===== src/rtl/router_sync_param_if.sv =====
// Bundle between the router FSM/register stage, the output FIFOs and the sync block.
// The master side drives the request and status inputs. The slave side is the synchroniser.
interface router_sync_param_if #(
  parameter int NUM_CH = 3,
  parameter int ADDR_W = 2
);
  logic [ADDR_W-1:0] data_in;
  logic              detect_add;
  logic              write_enb_reg;
  logic [NUM_CH-1:0] read_enb;
  logic [NUM_CH-1:0] empty;
  logic [NUM_CH-1:0] full;
  logic              timeout_clr;
  logic [NUM_CH-1:0] write_enb;
  logic              fifo_full;
  logic [NUM_CH-1:0] vld_out;
  logic [NUM_CH-1:0] soft_reset;
  logic [NUM_CH-1:0] timeout_sts;
  logic              addr_err;

  modport master (
    output data_in, detect_add, write_enb_reg, read_enb, empty, full, timeout_clr,
    input  write_enb, fifo_full, vld_out, soft_reset, timeout_sts, addr_err
  );
  modport slave (
    input  data_in, detect_add, write_enb_reg, read_enb, empty, full, timeout_clr,
    output write_enb, fifo_full, vld_out, soft_reset, timeout_sts, addr_err
  );
endinterface


===== src/rtl/router_sync_param.sv =====
// Router synchroniser: captures the address, steers the FIFO write enable and muxes the full flag.
// Each channel also has a read-timeout watchdog that pulses soft_reset.
module router_sync_param_wdog #(
  parameter int TIMEOUT    = 30,
  parameter int SRST_PULSE = 1
) (
  input  logic clk,
  input  logic rst,
  input  logic vld,
  input  logic rd,
  input  logic clr,
  output logic soft_reset,
  output logic sts
);
  localparam int CW = $clog2(TIMEOUT + 1);
  localparam int PW = $clog2(SRST_PULSE + 1);

  logic [CW-1:0] cnt;
  logic [PW-1:0] tmr;
  logic          fire;

  assign fire = (tmr == '0) && vld && !rd && (cnt == CW'(TIMEOUT - 1));

  always_ff @(posedge clk) begin
    if (!rst) begin
      cnt        <= '0;
      tmr        <= '0;
      soft_reset <= 1'b0;
      sts        <= 1'b0;
    end else begin
      if (tmr != '0) begin
        // The counter is frozen during the pulse. The pulse drops on the edge that drains the timer.
        tmr        <= tmr - PW'(1);
        soft_reset <= (tmr != PW'(1));
        cnt        <= '0;
      end else if (!vld || rd) begin
        cnt <= '0;
      end else if (fire) begin
        cnt        <= '0;
        tmr        <= PW'(SRST_PULSE);
        soft_reset <= 1'b1;
      end else begin
        cnt <= cnt + CW'(1);
      end
      if (fire)     sts <= 1'b1;
      else if (clr) sts <= 1'b0;
    end
  end
endmodule

module router_sync_param #(
  parameter int NUM_CH     = 3,
  parameter int ADDR_W     = 2,
  parameter int TIMEOUT    = 30,
  parameter int SRST_PULSE = 1
) (
  input logic clk,
  input logic rst,
  router_sync_param_if.slave bus
);
  logic [ADDR_W-1:0] fifo_addr;
  logic              addr_err;
  logic [NUM_CH-1:0] write_enb, we_nxt;
  logic              fifo_full;
  logic [NUM_CH-1:0] srst, sts;

  // Compare against each existing channel so that unused address codes decode to nothing.
  always_comb begin
    we_nxt    = '0;
    fifo_full = 1'b0;
    for (int i = 0; i < NUM_CH; i++) begin
      if (fifo_addr == ADDR_W'(i)) begin
        we_nxt[i] = bus.write_enb_reg;
        fifo_full = bus.full[i];
      end
    end
  end

  always_ff @(posedge clk) begin
    if (!rst) begin
      fifo_addr <= '0;
      addr_err  <= 1'b0;
      write_enb <= '0;
    end else begin
      if (bus.detect_add) begin
        fifo_addr <= bus.data_in;
        addr_err  <= (32'(bus.data_in) >= 32'(NUM_CH));
      end
      write_enb <= we_nxt;
    end
  end

  for (genvar i = 0; i < NUM_CH; i++) begin : g_ch
    router_sync_param_wdog #(.TIMEOUT(TIMEOUT), .SRST_PULSE(SRST_PULSE)) u_wdog (
      .clk        (clk),
      .rst        (rst),
      .vld        (!bus.empty[i]),
      .rd         (bus.read_enb[i]),
      .clr        (bus.timeout_clr),
      .soft_reset (srst[i]),
      .sts        (sts[i])
    );
  end

  assign bus.write_enb   = write_enb;
  assign bus.fifo_full   = fifo_full;
  assign bus.vld_out     = ~bus.empty;
  assign bus.soft_reset  = srst;
  assign bus.timeout_sts = sts;
  assign bus.addr_err    = addr_err;
endmodule


===== src/flat_wrapper.sv =====
// flat-port wrapper written by rule: the top's interface ports become plain ports
module router_sync_param_flat 
#(
  parameter int NUM_CH     = 3,
  parameter int ADDR_W     = 2,
  parameter int TIMEOUT    = 30,
  parameter int SRST_PULSE = 1
)
  (clk, rst, bus_data_in, bus_detect_add, bus_write_enb_reg, bus_read_enb, bus_empty, bus_full, bus_timeout_clr, bus_write_enb, bus_fifo_full, bus_vld_out, bus_soft_reset, bus_timeout_sts, bus_addr_err);
  router_sync_param_if #(.NUM_CH(NUM_CH), .ADDR_W(ADDR_W)) bus_i ();
  input logic clk;
  input logic rst;
  input wire logic [$bits(bus_i.data_in)-1:0] bus_data_in;
  input wire logic [$bits(bus_i.detect_add)-1:0] bus_detect_add;
  input wire logic [$bits(bus_i.write_enb_reg)-1:0] bus_write_enb_reg;
  input wire logic [$bits(bus_i.read_enb)-1:0] bus_read_enb;
  input wire logic [$bits(bus_i.empty)-1:0] bus_empty;
  input wire logic [$bits(bus_i.full)-1:0] bus_full;
  input wire logic [$bits(bus_i.timeout_clr)-1:0] bus_timeout_clr;
  output wire logic [$bits(bus_i.write_enb)-1:0] bus_write_enb;
  output wire logic [$bits(bus_i.fifo_full)-1:0] bus_fifo_full;
  output wire logic [$bits(bus_i.vld_out)-1:0] bus_vld_out;
  output wire logic [$bits(bus_i.soft_reset)-1:0] bus_soft_reset;
  output wire logic [$bits(bus_i.timeout_sts)-1:0] bus_timeout_sts;
  output wire logic [$bits(bus_i.addr_err)-1:0] bus_addr_err;
  assign bus_i.data_in = bus_data_in;
  assign bus_i.detect_add = bus_detect_add;
  assign bus_i.write_enb_reg = bus_write_enb_reg;
  assign bus_i.read_enb = bus_read_enb;
  assign bus_i.empty = bus_empty;
  assign bus_i.full = bus_full;
  assign bus_i.timeout_clr = bus_timeout_clr;
  assign bus_write_enb = bus_i.write_enb;
  assign bus_fifo_full = bus_i.fifo_full;
  assign bus_vld_out = bus_i.vld_out;
  assign bus_soft_reset = bus_i.soft_reset;
  assign bus_timeout_sts = bus_i.timeout_sts;
  assign bus_addr_err = bus_i.addr_err;
  router_sync_param #(.NUM_CH(NUM_CH), .ADDR_W(ADDR_W), .TIMEOUT(TIMEOUT), .SRST_PULSE(SRST_PULSE)) u_core (.clk(clk), .rst(rst), .bus(bus_i));
endmodule

===== config.mk =====
export PLATFORM = sky130hd
export DESIGN_NAME = router_sync_param_flat
export DESIGN_NICKNAME = d
export VERILOG_FILES = /design/src/rtl/router_sync_param_if.sv /design/src/rtl/router_sync_param.sv /design/src/flat_wrapper.sv
export SDC_FILE = /design/constraint.sdc
export NUM_CORES = 1
export LEC_CHECK = 0
export ABC_AREA = 1
export ABC_CLOCK_PERIOD_IN_PS = 2600
export CAP_MARGIN = 10
export CORE_MARGIN = 8
export CORE_UTILIZATION = 45
export DETAILED_ROUTE_END_ITERATION = 12
export HOLD_SLACK_MARGIN = 0.06
export PLACE_DENSITY = 0.72
export SYNTH_ARGS = -nofsm -noshare
export SYNTH_HDL_FRONTEND = slang
export SYNTH_HIERARCHICAL = 1
export SYNTH_SLANG_ARGS = --single-unit

===== constraint.sdc =====
create_clock -name clk -period 2.6 [get_ports clk]
set_clock_uncertainty 0.2 [all_clocks]
set_input_delay 0.52 -clock clk [delete_from_list [all_inputs] [get_ports clk]]
set_output_delay 0.52 -clock clk [all_outputs]
set_load 0.05 [all_outputs]

==> results.toml <==
[placement]
dp_hpwl_mm = 2.04
port_buffers = 29
dpl_cell_area_mm2 = 0.00165
routabilityCongestion = 0.850

[clock_network]
clkSinkCount = 30
tritoncts = "done"
worstSkewPairLatency_ns = 0.32
cts_hold_buffers = 0
cts_buffer_depth = 2
post_cts.resized_instances = 0
clock-root-buffer = "sky130_fd_sc_hd__clkbuf_4"
cts-buffers-inserted = 5
path_clk_slew_ns = 0.09
htreeDepth = 2
postCtsSetupBuffers = 0

[sta]
tightest_slew_ns = 0.522
rsz0062_at_grt = "no"
setup_viol = 0
maxSlewViolCount = 0
finalWorstPathRequiredPeriod_ns = 2.20
timing.setup.tns_ns = 0
post-route-period-util_pct = 84.6
timing.slew.headroom_pct = 65.1
max_freq_mhz = 455
report.final.hold_viol_count = 0

[grt]
total_routing_usage_reported_by_global_routing_pct = 11.3
grt_pass1_vias = 1113
grt_first_pass_wirelength_mm = 4.42
grt_antenna_before_repair = 0
grt_max_degree = 13
total_overflow_reported_by_the_global_router = 0

[die]
die_height_um = 69.4
fp.dieArea_mm2 = 0.00481
core_area_mm2 = 0.00273
floorplan.die.width_um = 69.4
ports_placed_on_the_boundary = 30
floorplan.initialDensity_pct = 46.9
placement_rows = 19

[pwr]
netSwitchingPower_w = 0.000209
clkPwrFrac_pct = 36.8
total_power_w = 0.000908
comb_power_share_pct = 11.2
cellLeakagePower_nw = 0.824
seqPwrFrac_pct = 52.1
switching_share_pct = 23.0
vdd_drop_max_mv = 0.393
power_density_mw_per_mm2 = 525
power.internal_w = 0.000699

[route]
detailedRoute.firstIterationViolations = 49
detailedRoute.firstPassIterationCount = 4
finalWirelength_mm = 2.54
routed_wire_length_per_instance_um = 10.9
detail_route.vias_per_cell = 4.72
vias = 1099
ant_nets = 0
post-route-drc-count = 0

[synth]
netlist.area_leader.share_pct = 46.9
synthCells = 165
synth-seq-cells = 30
yosysUniqueCellTypes = 16
yosysTopAreaCell = "sky130_fd_sc_hd__dfxtp_1"
postSynthAreaPerCell_um2 = 7.77
post_syn_nets = 187
post_synth_instance_area_mm2 = 0.00128
synthesis.yosys.warnings = 6
synth_sequential_area_ratio_pct = 46.9
post_synth_main_area_contributors = "sky130_fd_sc_hd__dfxtp_1 (47%), sky130_fd_sc_hd__nand2_1 (10%), sky130_fd_sc_hd__inv_1 (8.5%)"
synth-edff-count = 0
async_flop_share_pct = 0
ys_dominant_reg_cell = "sky130_fd_sc_hd__dfxtp_1"
synth_most_common_cell = "sky130_fd_sc_hd__nand2_1"
ys_top_cells_by_count = "sky130_fd_sc_hd__nand2_1 (34), sky130_fd_sc_hd__dfxtp_1 (30), sky130_fd_sc_hd__inv_1 (29)"

[cells_and_area]
antennaDiodeCount = 0
regMostFlops = "u_core/g_ch.u_wdog/cnt"
final_layout_size_suffix_gt1_share_pct = 15.3
final_standard_cell_area_without_fillers_mm2 = 0.00173
syn_to_final_growth_pct = 35.0
largest_register_ff_count = 15
number_of_fill_cells_in_the_layout = 238
num-nets-final = 223

[worst_setup_path]
crit_path_start = "u_core/g_ch[2].u_wdog/soft_reset"
critPathSlowestCell = "sky130_fd_sc_hd__clkdlybuf4s50_1"
worst_ep_required_time_ns = 1.88
crit_path_end_kind = "primary output"
crit_path_start_kind = "flip-flop"
crit_family = "buffers and inverters"
worstPathCellList = "clkdlybuf4s50_1"
worstSetupPathType = "flip-flop to primary output"
slowest_delay_ns = 0.82
critical_path.n_buffers_inverters = 1
worst_ep_arrival_ns = 1.48
worstPathMaxFanout = 2
r2r_start = "u_core/g_ch[0].u_wdog/cnt[1]"

[flow_run]
timing.max_cap.violations = 0

[min_path]
hold_class = "flip-flop to flip-flop"
hp-start = "u_core/g_ch[2].u_wdog/sts"

[status]
run_status = "completed"
[per-layer routing]
metal	wire (um)	up-vias	GRT usage, %	part of all wire (%)
li1	-	575	-	-
met1	948	497	9.53	37
met2	1400	20	21.2	55
met3	116	7	4.43	4.6
met4	68	0	7.52	2.7
met5	0	-	0	0
[placed cells by master (no fill, tap or decap), drive strengths merged]
master         synthesis  layout
nand4                  6       6
clkdlybuf4s50          0      25
nand2                 43      43
a21oi                  2       2
o21ai                  1       1
dfxtp                 30      30
buf                    0       4
nand3                 14      14
nor3                   3       3
xnor2                  3       3
clkbuf                 0       8
inv                   34      34
ha                     6       6
nand3b                 3       3
nor2                  20      20
[stage by stage]
stage / instances / util (%) / hold slack, ns / worst slack [ns]
after global routing: 233 / 63.2 / 0.298 / 0.335
after CTS: 233 / 63.2 / 0.274 / 0.376
after detailed placement: 225 / 60.4 / 0.260 / 0.535
final: 233 / 63.2 / 0.274 / 0.401
after global placement: 225 / 60.4 / 0.255 / 0.559
after floorplan: 165 / - / 0.244 / 0.894
[cell families (layout without fill, tap and decap cells)]
group / count (synthesis) / in the layout / synth area share (%)
AND/OR/NAND/NOR: 89 / 89 / 34.1
buffers and inverters: 34 / 71 / 9.96
flip-flops: 30 / 30 / 46.9
adder cells (fa/ha/maj): 6 / 6 / 5.86
AO/OA/AOI/OAI: 3 / 3 / 1.17
XOR/XNOR: 3 / 3 / 2.05
[power by group through the flow]
stage | Sequential, W | Clock, W | Combinational (W)
after detailed placement | 0.000483 | 0 | 0.000102
final | 0.000473 | 0.000334 | 0.000101
after global placement | 0.000483 | 0 | 0.000101
after global routing | 0.000474 | 0.000366 | 0.000108
after CTS | 0.000473 | 0.000344 | 0.000102
after floorplan | 0.000490 | 0 | 0.0000401
[layout make-up]
class	count	area (um2)	share of cell area [%]
clock buffers	8	78.8	4.56
inverters	34	128	7.38
multi-input cells	101	553	32.0
flip-flops and latches	30	601	34.7
well taps	31	38.8	2.24
repair buffers	29	330	19.1
[worst paths after layout]
kind	cells past startpoint	endpoint	slack (ns)
hold reg to reg	2	u_core/g_ch[2].u_wdog/sts	0.27
hold / removal	2	u_core/g_ch[2].u_wdog/sts	0.27
setup reg to reg	7	u_core/g_ch[0].u_wdog/cnt[4]	1.35
setup / recovery	1	bus_soft_reset[2]	0.40
Note: power is estimated with default switching activity, not from simulation.
